File: config.mk
export PLATFORM = sky130hd
export DESIGN_NAME = uart_tx_gen2_flat
export DESIGN_NICKNAME = d
export VERILOG_FILES = /design/src/rtl/uart_tx_gen2_if.sv /design/src/rtl/uart_tx_gen2.sv /design/src/flat_wrapper.sv
export SDC_FILE = /design/constraint.sdc
export NUM_CORES = 1
export LEC_CHECK = 0
export ABC_AREA = 1
export CORE_AREA = 8 8 150 82
export CTS_BUF_LIST = sky130_fd_sc_hd__clkbuf_16
export DETAILED_ROUTE_END_ITERATION = 8
export DIE_AREA = 0 0 158 90
export PLACE_DENSITY = 0.71
export SLEW_MARGIN = 20
export SYNTH_ARGS = -nofsm -noshare
export SYNTH_HDL_FRONTEND = slang
export SYNTH_SLANG_ARGS = --single-unit
File: constraint.sdc
create_clock -name clk -period 2.3 [get_ports clk]
set_clock_uncertainty 0.15 [all_clocks]
set_input_delay 0.46 -clock clk [delete_from_list [all_inputs] [get_ports clk]]
set_output_delay 0.46 -clock clk [all_outputs]
set_load 0.005 [all_outputs]
File: src/rtl/uart_tx_gen2_if.sv
// Host-side bundle of the UART transmitter: write handshake, frame configuration,
// and the serial line / status outputs.
interface uart_tx_gen2_if #(
   parameter int DATA_SIZE  = 8,
   parameter int FIFO_DEPTH = 4,
   parameter int DIV_WIDTH  = 16
);
   localparam int CW = $clog2(FIFO_DEPTH) + 1;

   logic                 tx_valid;
   logic [DATA_SIZE-1:0] tx_data;
   logic                 tx_ready;
   logic                 parity_en;
   logic                 parity_odd;
   logic                 two_stop;
   logic [DIV_WIDTH-1:0] baud_div;
   logic                 tx_s;
   logic                 busy;
   logic [CW-1:0]        fifo_count;

   modport master (output tx_valid, tx_data, parity_en, parity_odd, two_stop, baud_div,
                   input  tx_ready, tx_s, busy, fifo_count);
   modport slave  (input  tx_valid, tx_data, parity_en, parity_odd, two_stop, baud_div,
                   output tx_ready, tx_s, busy, fifo_count);
endinterface

File: src/rtl/uart_tx_gen2.sv
// FIFO-buffered UART transmitter: start bit, LSB-first data, optional parity, 1 or 2 stop bits.
// Frame configuration and divisor are captured when a word is popped, so mid-frame changes wait.
module uart_tx_gen2 #(
   parameter int DATA_SIZE  = 8,
   parameter int FIFO_DEPTH = 4,
   parameter int DIV_WIDTH  = 16
) (
   input  logic          clk,
   input  logic          rst,
   uart_tx_gen2_if.slave bus
);
   localparam int         PW        = $clog2(FIFO_DEPTH);
   localparam int         CW        = PW + 1;
   localparam logic [3:0] LAST_DATA = 4'(DATA_SIZE - 1);

   typedef enum logic [2:0] {S_IDLE, S_START, S_DATA, S_PARITY, S_STOP} state_t;

   state_t               r_state, w_next;
   logic [DATA_SIZE-1:0] r_mem [FIFO_DEPTH];
   logic [PW-1:0]        r_wptr, r_rptr;
   logic [CW-1:0]        r_count;
   logic [DATA_SIZE-1:0] r_shift, w_shift_nxt;
   logic [DIV_WIDTH-1:0] r_div, r_baud, w_div_eff;
   logic [3:0]           r_bitn;
   logic                 r_par, r_pen, r_two, r_tx;
   logic                 w_tx_nxt, w_push, w_pop, w_have, w_bit_end, w_last_stop;

   assign w_have      = (r_count != '0);
   assign w_push      = bus.tx_valid && bus.tx_ready;
   assign w_bit_end   = (r_baud == '0);
   assign w_last_stop = w_bit_end && (r_bitn == {3'b000, r_two});
   assign w_pop       = w_have && ((r_state == S_IDLE) || (r_state == S_STOP && w_last_stop));
   assign w_div_eff   = (bus.baud_div == '0) ? DIV_WIDTH'(1) : bus.baud_div;

   assign bus.tx_ready   = (r_count != CW'(FIFO_DEPTH));
   assign bus.tx_s       = r_tx;
   assign bus.busy       = (r_state != S_IDLE);
   assign bus.fifo_count = r_count;

   always_ff @(posedge clk or negedge rst) begin
      if (!rst) r_state <= S_IDLE;
      else      r_state <= w_next;
   end

   always_comb begin
      w_next = r_state;
      case (r_state)
         S_IDLE:   if (w_have) w_next = S_START;
         S_START:  if (w_bit_end) w_next = S_DATA;
         S_DATA:   if (w_bit_end && r_bitn == LAST_DATA) w_next = r_pen ? S_PARITY : S_STOP;
         S_PARITY: if (w_bit_end) w_next = S_STOP;
         S_STOP:   if (w_last_stop) w_next = w_have ? S_START : S_IDLE;
         default:  w_next = S_IDLE;
      endcase
   end

   // Line level is computed for the state being entered so tx_s comes straight off a flop.
   always_comb begin
      w_shift_nxt = r_shift;
      if (w_pop)                               w_shift_nxt = r_mem[r_rptr];
      else if (r_state == S_DATA && w_bit_end) w_shift_nxt = r_shift >> 1;
      case (w_next)
         S_START:  w_tx_nxt = 1'b0;
         S_DATA:   w_tx_nxt = w_shift_nxt[0];
         S_PARITY: w_tx_nxt = r_par;
         default:  w_tx_nxt = 1'b1;
      endcase
   end

   always_ff @(posedge clk) begin
      if (rst && w_push) r_mem[r_wptr] <= bus.tx_data;
   end

   always_ff @(posedge clk or negedge rst) begin
      if (!rst) begin
         r_wptr  <= '0;
         r_rptr  <= '0;
         r_count <= '0;
      end else begin
         if (w_push) r_wptr <= r_wptr + PW'(1);
         if (w_pop)  r_rptr <= r_rptr + PW'(1);
         if (w_push != w_pop) r_count <= w_push ? r_count + CW'(1) : r_count - CW'(1);
      end
   end

   always_ff @(posedge clk or negedge rst) begin
      if (!rst) begin
         r_shift <= '0;
         r_div   <= '0;
         r_baud  <= '0;
         r_bitn  <= '0;
         r_par   <= 1'b0;
         r_pen   <= 1'b0;
         r_two   <= 1'b0;
         r_tx    <= 1'b1;
      end else begin
         r_shift <= w_shift_nxt;
         r_tx    <= w_tx_nxt;
         if (w_pop) begin
            r_div  <= w_div_eff;
            r_baud <= w_div_eff - DIV_WIDTH'(1);
            r_bitn <= '0;
            r_pen  <= bus.parity_en;
            r_two  <= bus.two_stop;
            r_par  <= (^w_shift_nxt) ^ bus.parity_odd;
         end else if (r_state != S_IDLE) begin
            if (w_bit_end) begin
               r_baud <= r_div - DIV_WIDTH'(1);
               r_bitn <= (w_next != r_state) ? 4'd0 : r_bitn + 4'd1;
            end else begin
               r_baud <= r_baud - DIV_WIDTH'(1);
            end
         end
      end
   end
endmodule

File: src/flat_wrapper.sv
// flat-port wrapper written by rule: the top's interface ports become plain ports
module uart_tx_gen2_flat 
#(
   parameter int DATA_SIZE  = 8,
   parameter int FIFO_DEPTH = 4,
   parameter int DIV_WIDTH  = 16
)
  (clk, rst, bus_tx_valid, bus_tx_data, bus_parity_en, bus_parity_odd, bus_two_stop, bus_baud_div, bus_tx_ready, bus_tx_s, bus_busy, bus_fifo_count);
  uart_tx_gen2_if #(.DATA_SIZE(DATA_SIZE), .FIFO_DEPTH(FIFO_DEPTH), .DIV_WIDTH(DIV_WIDTH)) bus_i ();
  input  logic clk;
  input  logic rst;
  input wire logic [$bits(bus_i.tx_valid)-1:0] bus_tx_valid;
  input wire logic [$bits(bus_i.tx_data)-1:0] bus_tx_data;
  input wire logic [$bits(bus_i.parity_en)-1:0] bus_parity_en;
  input wire logic [$bits(bus_i.parity_odd)-1:0] bus_parity_odd;
  input wire logic [$bits(bus_i.two_stop)-1:0] bus_two_stop;
  input wire logic [$bits(bus_i.baud_div)-1:0] bus_baud_div;
  output wire logic [$bits(bus_i.tx_ready)-1:0] bus_tx_ready;
  output wire logic [$bits(bus_i.tx_s)-1:0] bus_tx_s;
  output wire logic [$bits(bus_i.busy)-1:0] bus_busy;
  output wire logic [$bits(bus_i.fifo_count)-1:0] bus_fifo_count;
  assign bus_i.tx_valid = bus_tx_valid;
  assign bus_i.tx_data = bus_tx_data;
  assign bus_i.parity_en = bus_parity_en;
  assign bus_i.parity_odd = bus_parity_odd;
  assign bus_i.two_stop = bus_two_stop;
  assign bus_i.baud_div = bus_baud_div;
  assign bus_tx_ready = bus_i.tx_ready;
  assign bus_tx_s = bus_i.tx_s;
  assign bus_busy = bus_i.busy;
  assign bus_fifo_count = bus_i.fifo_count;
  uart_tx_gen2 #(.DATA_SIZE(DATA_SIZE), .FIFO_DEPTH(FIFO_DEPTH), .DIV_WIDTH(DIV_WIDTH)) u_core (.clk(clk), .rst(rst), .bus(bus_i));
endmodule
Yosys cells after proc, flatten, opt, wreduce, memory -nomap -nowiden
Memory sizes are Yosys's and may differ from the RTL's.
Index checks and enable logic that the tools add are counted.
{ "classes": {"addsub": 8, "n_eq_ne": 12, "muxes": 22, "bitwise_logic": 1, "n_reduce_logical": 17} }
{ "op_table": {"columns": ["cell", "n"], "rows": [
  ["$mux W16", 4],
  ["$sub A16 B1 Y16 const B", 3],
  ["$logic_not A16 Y1", 2],
  ["$mux W3", 7],
  ["$mux W4", 4],
  ["$mux W8", 2],
  ["$pmux W3 S5", 1],
  ["$eq A3 B2 Y1 const B", 4],
  ["$reduce_xor A8 Y1", 1],
  ["$logic_and A1 B1 Y1", 7],
  ["$eq A3 B1 Y1 const B", 2],
  ["$reduce_bool A3 Y1", 2],
  ["$add A2 B1 Y2 const B", 2],
  ["$add A4 B1 Y4 const B", 1],
  ["$eq A4 B1 Y1", 1],
  ["$eq A4 B3 Y1 const B", 1],
  ["$reduce_bool A2 Y1", 2],
  ["$add A3 B1 Y3 const B", 1],
  ["$eq A3 B3 Y1 const B", 1],
  ["$logic_not A3 Y1", 1],
  ["$mux W1", 3],
  ["$ne A3 B3 Y1", 1],
  ["$ne A3 B3 Y1 const B", 1],
  ["$pmux W1 S3", 1],
  ["other kinds (5)", 5]
]} }
{ "word_totals": {"ff_bits": 58, "ram_bits": 32, "in_bits": 30, "out_inout_bits": 6, "word_cells": 73, "mem_count": 1} }
{ "mem_list": {"columns": ["memory", "depth", "word_bits", "read_ports", "rd_clocked_by_memory_dff", "wr", "line", "text"], "rows": [
  ["u_core.r_mem", 4, 8, 1, 0, 1, "uart_tx_gen2.sv:19", "logic [DATA_SIZE-1:0] r_mem [FIFO_DEPTH];"]
]} }

Longest topological paths before layout
Gate-level depths: netlist of the first run.
{ "logic_depth": {"ltp_word": 9, "ltp_mapped": 20, "mapped_depth_nobuf": 19} }

Worst setup path after synthesis of the first run
OpenSTA, ideal clock, no wires.
{ "synth_path": {"path_type": "register -> register", "startpoint": "register u_core.r_count[0], in the netlist u_core.bus.fifo_count[0]", "endpoint": "register u_core.r_baud[14]", "setup_ps": 117, "arrival_ps": 1915, "required_time_ps": 2033, "path_slack_ps": 118, "path_stages_with_launch": 18, "path_buffers": 1, "synth_period_minus_slack_ps": 2182, "path_cell_list": "dfrtp_1 -> nor2_1 -> nand2_1 -> inv_1 -> nor2_2 -> nand2_2 -> buf_6 -> inv_2 -> nand2_1 -> nand2_1 -> inv_2 -> ha_1 -> nand3_1 -> inv_2 -> nand3_1 -> nand2_1 -> nand2_1 -> nand2_1"} }
{ "synth_between": {"elab_chain_cells": 3, "elab_cells_between_ends": 4, "classes_between": "mux (1); reduce/logical (3)"} }
{ "synth_lines": {"columns": ["item", "line", "text"], "rows": [
  ["from (decl)", "uart_tx_gen2.sv:21", "logic [CW-1:0] r_count;"],
  ["from (signal assigned)", "uart_tx_gen2.sv:82", "if (w_push != w_pop) r_count <= w_push ? r_count + CW'(1) : r_count - CW'(1);"],
  ["$reduce_bool A3 Y1 *", "uart_tx_gen2.sv:28", "assign w_have = (r_count != '0);"],
  ["$logic_and A1 B1 Y1 *", "uart_tx_gen2.sv:32", "assign w_pop = w_have && ((r_state == S_IDLE) || (r_state == S_STOP && w_last_stop));"],
  ["$mux W16 / $reduce_bool A2 Y1 (equally long branches)", null, null],
  ["to (signal assigned)", "uart_tx_gen2.sv:101", "r_baud <= w_div_eff - DIV_WIDTH'(1);"],
  ["to (signal assigned)", "uart_tx_gen2.sv:108", "r_baud <= r_div - DIV_WIDTH'(1);"],
  ["to (signal assigned)", "uart_tx_gen2.sv:111", "r_baud <= r_baud - DIV_WIDTH'(1);"],
  ["to (decl)", "uart_tx_gen2.sv:23", "logic [DIV_WIDTH-1:0] r_div, r_baud, w_div_eff;"]
]} }
Every way passes the cells marked *; elsewhere a longest branch is shown, timed or not.
A chain may end at the register's enable or synchronous reset.

Final worst setup path of the first run
{ "layout_path": {"startpoint": "register u_core.r_baud[7]", "endpoint": "register u_core.r_baud[14]"} }
{ "layout_between": {"elab_chain_cells": 6, "elab_cells_between_ends": 10, "classes_between": "add/sub (1); mux (3); reduce/logical (6)"} }
{ "layout_lines": {"columns": ["item"], "rows": [
  ["parallel branches: the longest is 6 deep, another holds $sub A16 B1 Y16"]
]} }
Parallel ways; which one is timed is not known. The select of a mux whose other input is x is not followed.

==> impl_metrics.tcl, run 1 <==
set metrics [dict create \
    io_pins 36 \
    rr_worst_depth 18 \
    drtIter0Drc 365 \
    coreArea_um2 10400 \
    slew_violations 0 \
    io_buffers 35 \
    synth_edf_count 32 \
    worstSetupEndpointType "flop" \
    hold_path_class "in -> async" \
    clkPwrFrac 0.245 \
    holdWs_ns 0.223 \
    switching_share 0.349 \
    cts_tree "done" \
    clockBufferDepth 2 \
    clock_sinks 90 \
    rows 27 \
    antenna_found_initial 0 \
    grt_first_pass_wirelength_um 21000 \
    ys_ff_latch 90 \
    final_cell_area_um2 6750 \
    min_period_ns 2.45 \
    yosys.area.top_type "dfrtp_1" \
    total_power_mw 5.45 \
    drt_wl_total_um 13800 \
    critPathArrivalTime_ns 2.54 \
    cts_htree_levels 3 \
    post-route-period-util 1.07 \
    ys_seq_area_frac 0.487 \
    maxCapViolCount 0 \
    dieWidth_um 158 \
    clockRootBuffer "clkbuf_16" \
    rrSetupSlack_ns -0.15 \
    post-place-ws_ns -0.405 \
    clock_latency_ns 0.34 \
    final_antenna_net_count 0 \
    path_clk_slew_ns 0.07 \
    nets 777 \
    outcome "complete, but fails checks" \
    ys.flop_type "dfrtp_1" \
    grt_max_degree 59 \
    drt-wirelength-per-cell_um 15.5 \
    hold_buffers 0 \
    sequentialPowerShare 0.376 \
    gr-total-overflow 0 \
    synth.top_cell.area_share 0.288 \
    reg2reg_to "u_core.r_baud[14]" \
    switchingPower_mw 1.90 \
    internal-power_mw 3.55 \
    peakVddDrop_mv 0.507 \
    dr.pass1.iters 5 \
    powerDensity_nw_per_um2 808 \
    failed_checks "setup timing" \
    crit_type "reg -> reg" \
    die_h_um 90 \
    start_util 0.476 \
    crit_fanout 7 \
    yosysUniqueCellTypes 42 \
    fmax_mhz 408 \
    p_leak_nw 3.16 \
    yosys_warnings 0 \
    synthTopCellsByArea "dfrtp_1, edfxtp_1, nand2_1, inv_1, nor2_1" \
    r2r-start "u_core.r_baud[7]" \
    grt_setup_unrepaired "true" \
    drc 0 \
    drive_gt1_frac 0.274 \
    grt_pass1_vias 4292 \
    setup_violations 14 \
    hold_viol 0 \
    grt_use_total 0.186 \
    combPwrFrac 0.379 \
    areaGrowthSynthToFinish_pct 36.3 \
    dpl.hpwl_um 9730 \
    slew_headroom 0.469 \
    place_congestion 0.899 \
    die_area_um2 14200 \
    cp.required_ns 2.38 \
    syn_nets 653 \
    syn_area_um2 4950 \
    numCtsBuffers 9 \
    synth_async_sr_flop_share 0.644 \
    dpl_cell_area_um2 6010 \
    syn_area_per_cell_um2 8.04 \
    routed_via_density 5.16 \
    cp-start-kind "flop" \
    worst_pin_slew_ns 0.797 \
    via_count 4591 \
    synthesis.instances 616 \
    antenna_cells 0 \
    layout_setup_ws_ns -0.151 \
]
[how the worst max path moves through the flow]
stage                         to                      from  slack, ns  depth (start not counted)
5_1_grt        u_core.r_baud[14]          u_core.r_baud[2]      -0.27                         18
3_5_place_dp   u_core.r_baud[12]           bus_baud_div[5]      -0.40                         14
6_report       u_core.r_baud[14]          u_core.r_baud[7]      -0.15                         18
2_1_floorplan  u_core.r_baud[14]  u_core.bus.fifo_count[0]       0.12                         17
3_3_place_gp   u_core.r_baud[14]          bus_baud_div[15]      -0.31                         17
4_1_cts        u_core.r_baud[14]         u_core.r_baud[11]      -0.05                         18
[logic make-up after synthesis]
kind of cell               Yosys count  share of synthesized area
AOI/OAI and AO/OA                   80                     0.0933
xor gates and xnor gates             9                     0.0159
adders and majority gates            7                     0.0192
buffers and inverters               95                     0.0816
DFF                                 90                      0.487
muxes                                2                    0.00455
and+or+nand+nor                    333                      0.298
[layout make-up]
type / count / area (um2)
clock inverters: 7 / 37.5
repair buffers: 129 / 1140
inverters: 78 / 308
flip-flops and latches: 90 / 2410
fillers: 850 / 3660
multi-input cells: 432 / 2440
well taps: 145 / 181
clock buffers: 9 / 225
[cell usage in the layout (no fill, tap or decap), drive strengths merged]
master         instances
a41oi                  1
nor3                   3
inv                   76
or2                    2
dfrtp                 57
xnor2                  1
clkinv                 7
nand4                 10
xor2                   8
buf                   94
a21oi                  6
mux2                   2
clkinvlp               2
nand3b                 3
o211ai                 2
clkdlybuf4s50         34
clkbuf                10
o22a                   1
nor2                  80
nand3                 33
ha                     6
dfstp                  1
nor4                   2
o22ai                  5
o21ai                 61
a31oi                  1
edfxtp                32
fa                     1
nand2                201
o21bai                 3
[routing by layer]
metal / wire [um] / GRT usage
met1: 6820 / 0.287
met2: 5870 / 0.255
met3: 1000 / 0.0382
met4: 99 / 0.0476
met5: 0 / 0
[sequential cells by signal (all words and copies together) (netlist names)]
signal,flops
u_core.r_mem,32
u_core.bus.fifo_count,3
u_core.r_two,1
u_core.r_div,16
u_core.bus.tx_s,1
u_core.r_bitn,4
u_core.r_rptr,2
u_core.r_wptr,2
u_core.r_baud,16
u_core.r_pen,1
u_core.r_state,3
u_core.r_shift,8
u_core.r_par,1
[power by group through the flow]
stage | Clock (mW) | Sequential, mW | Combinational, mW
final | 1.33 | 2.05 | 2.06
after global routing | 1.42 | 2.08 | 2.26
after CTS | 1.34 | 2.04 | 1.79
after detailed placement | 0 | 2.06 | 1.68
after global placement | 0 | 2.06 | 1.62
after floorplan | 0 | 2.06 | 0.959
[cell usage after synthesis (all sizes together) (3+ instances only)]
master / n
clkbuf: 6
o21ai: 61
ha: 6
nand3: 33
nor2: 80
clkinv: 3
o22ai: 5
a21oi: 6
dfrtp: 57
xor2: 8
buf: 11
edfxtp: 32
inv: 75
o21bai: 3
nand4: 10
nand3b: 3
nor3: 3
nand2: 200
[worst max-delay path, cell delays in order, from the launching register on]
cell and delay [ns]:
dfrtp_1 0.39, nor2_2 0.15, nand2_2 0.08, nor2_4 0.14, nand3_2 0.12, nand2_4 0.12, nand2_8 0.10, buf_12 0.17
buf_8 0.13, nand2_2 0.07, o21ai_4 0.07, nor2_2 0.12, nand2_1 0.10, nor2_2 0.14, nand2_1 0.06, nand2_1 0.06
nand2_1 0.05, nand2_1 0.05, nand2_1 0.04
[through the flow]
step | cells | setup TNS (ns) | util
6_report | 890 | -1.01 | 0.649
5_1_grt | 890 | -3.12 | 0.649
4_1_cts | 880 | -0.170 | 0.614
3_5_place_dp | 862 | -4.77 | 0.578
3_3_place_gp | 862 | -3.62 | 0.578
2_1_floorplan | 616 | 0 | -
[repair_timing]
action	4_1_cts	5_1_grt
setup endpoints to repair	17	20
buffers inserted	2	8
gates cloned	0	2
pin swaps	2	25
endpoints found under the hold margin	0	0
resized for setup	27	65
Note: power is estimated with default switching activity, not from simulation.
==> run 2: changes to the inputs <==
- HOLD_SLACK_MARGIN: unset -> 0.12
- PLACE_DENSITY: 0.71 -> 0.69
==> impl_metrics.tcl, run 2 (synthesis gave the netlist of run 1 again) <==
set metrics [dict create \
    min_from "u_core.r_par" \
    final_cell_mix "nand2_1, buf_4, inv_1" \
    cp.required_ns 2.38 \
    dr.pass1.iters 5 \
    cts_htree_levels 3 \
    antenna_found_initial 1 \
    sequentialPowerShare 0.373 \
    place_congestion 0.904 \
    layout_setup_ws_ns -0.166 \
    rows 27 \
    drtIter0Drc 366 \
    grt_use_total 0.201 \
    switching_share 0.350 \
    clockRootBuffer "clkbuf_16" \
    clkPwrFrac 0.243 \
    final_common_cell "nand2_1" \
    reg2reg_to "u_core.r_baud[13]" \
    rr_worst_depth 16 \
    gr-total-overflow 0 \
    clockBufferDepth 2 \
    slew_violations 0 \
    worstSetupEndpointType "flop" \
    hold_path_class "reg -> reg" \
    dpl.hpwl_um 9760 \
    drt-wirelength-per-cell_um 15.9 \
    peakVddDrop_mv 0.481 \
    die_area_um2 14200 \
    hold_viol 0 \
    rrSetupSlack_ns -0.17 \
    io_buffers 35 \
    powerDensity_nw_per_um2 796 \
    slew_headroom 0.732 \
    critPathArrivalTime_ns 2.55 \
    outcome "complete, but fails checks" \
    drt_wl_total_um 14100 \
    areaGrowthSynthToFinish_pct 39.1 \
    cp-start-kind "flop" \
    via_count 4632 \
    failed_checks "setup timing" \
    final_antenna_net_count 0 \
    p_leak_nw 3.23 \
    drive_gt1_frac 0.298 \
    switchingPower_mw 1.92 \
    grt_first_pass_wirelength_um 22600 \
    antenna_cells 0 \
    coreArea_um2 10400 \
    final_util 0.662 \
    maxCapViolCount 0 \
    dieWidth_um 158 \
    grt_pass1_vias 4476 \
    dp.cells 857 \
    start_util 0.476 \
    hold_path_end "u_core.r_par" \
    total_power_mw 5.48 \
    min_period_ns 2.47 \
    grt_setup_unrepaired "true" \
    worst_pin_slew_ns 0.398 \
    routed_via_density 5.20 \
    stdcell_count 891 \
    final_cell_area_um2 6890 \
    crit_fanout 6 \
    r2r-start "u_core.r_baud[11]" \
    post-route-period-util 1.07 \
    nFillCells 824 \
    clock_latency_ns 0.34 \
    whs_path_depth 2 \
    nets 778 \
    regMostFlops "u_core.r_mem" \
    internal-power_mw 3.56 \
    fmax_mhz 405 \
    path_clk_slew_ns 0.07 \
    reg.largest.list "u_core.r_mem (32), u_core.r_baud (16), u_core.r_div (16)" \
    die_h_um 90 \
    clock_sinks 90 \
    setup_violations 16 \
    crit_type "reg -> reg" \
    io_pins 36 \
    combPwrFrac 0.384 \
    drc 0 \
    grt_max_degree 59 \
    largest_reg_flops 32 \
    numCtsBuffers 9 \
    dpl_cell_area_um2 6000 \
    cts_tree "done" \
]
==> run 2: changes by cell type in the layout (fill, tap and decap cells not counted), moves of 5 or more <==
cell / before / now
nand2_1: 174 / 164
nand3_1: 28 / 18
nand3_2: 4 / 13
nand2_2: 14 / 22
nor2_2: 18 / 12
o21ai_2: 4 / 9
==> run 2: worst max-delay path, cell delays in order, from the launching register on <==
cell and delay (ns):
dfrtp_2 0.44, nor2_1 0.10, nand2_1 0.11, nor2_4 0.15, nand3_2 0.10, nand2_4 0.10
nand2_8 0.10, buf_8 0.17, o211ai_1 0.08, nand2_1 0.10, inv_2 0.10, buf_6 0.12
nand2_8 0.06, nor2_4 0.17, nand3_1 0.14, nand3_2 0.11, o21ai_2 0.06
==> run 2: worst max path at each step <==
stage	start	end	slack [ns]	cells past startpoint
6_report	u_core.r_baud[11]	u_core.r_baud[13]	-0.17	16
5_1_grt	u_core.r_baud[15]	u_core.r_baud[13]	-0.30	15
4_1_cts	u_core.r_baud[9]	u_core.r_baud[13]	-0.07	17
3_5_place_dp	bus_baud_div[15]	u_core.r_baud[14]	-0.52	17
3_3_place_gp	bus_baud_div[15]	u_core.r_baud[14]	-0.49	17
2_1_floorplan	u_core.bus.fifo_count[0]	u_core.r_baud[14]	0.12	17
==> run 2: layout make-up <==
| type | count | area [um2] | area share |
|---|---|---|---|
| Clock buffer | 9 | 225 | 0.0327 |
| Clock inverter | 7 | 38.8 | 0.00563 |
| Inverter | 78 | 303 | 0.0440 |
| Multi-Input combinational cell | 431 | 2510 | 0.365 |
| Sequential cell | 90 | 2410 | 0.351 |
| Tap cell | 145 | 181 | 0.0263 |
| Timing Repair Buffer | 131 | 1210 | 0.176 |
==> run 2: per-layer routing <==
layer  global-route usage  up-vias  part of all wire
li1                     -     2220                 -
met1                0.290     2209              0.47
met2                0.285      177              0.42
met3               0.0592       24             0.088
met4               0.0554        2             0.016
met5                    0        -           0.00092
==> run 2: repair_timing <==
action	4_1_cts	5_1_grt
hold endpoints to repair	57	0
buffers inserted	11	5
hold buffers	1	0
resized for setup	77	39
pin swaps	43	33
setup endpoints to repair	17	22
cloned	2	0
==> run 2: power by group through the flow <==
stage	clock (mW)	sequential, mW	combinational, mW
global route	1.41	2.07	2.31
finish	1.33	2.05	2.10
global placement	0	2.05	1.64
detailed placement	0	2.06	1.68
floorplan	0	2.06	0.959
CTS	1.34	2.04	1.95
==> run 2: per-stage QoR <==
stage               worst slack [ns]  setup TNS, ns  hold WS [ns]
global placement              -0.490          -6.20         0.317
CTS                          -0.0731         -0.378         0.337
finish                        -0.166          -1.38         0.336
detailed placement            -0.519          -6.73         0.327
floorplan                      0.118              0        0.0144
global route                  -0.300          -3.74         0.372
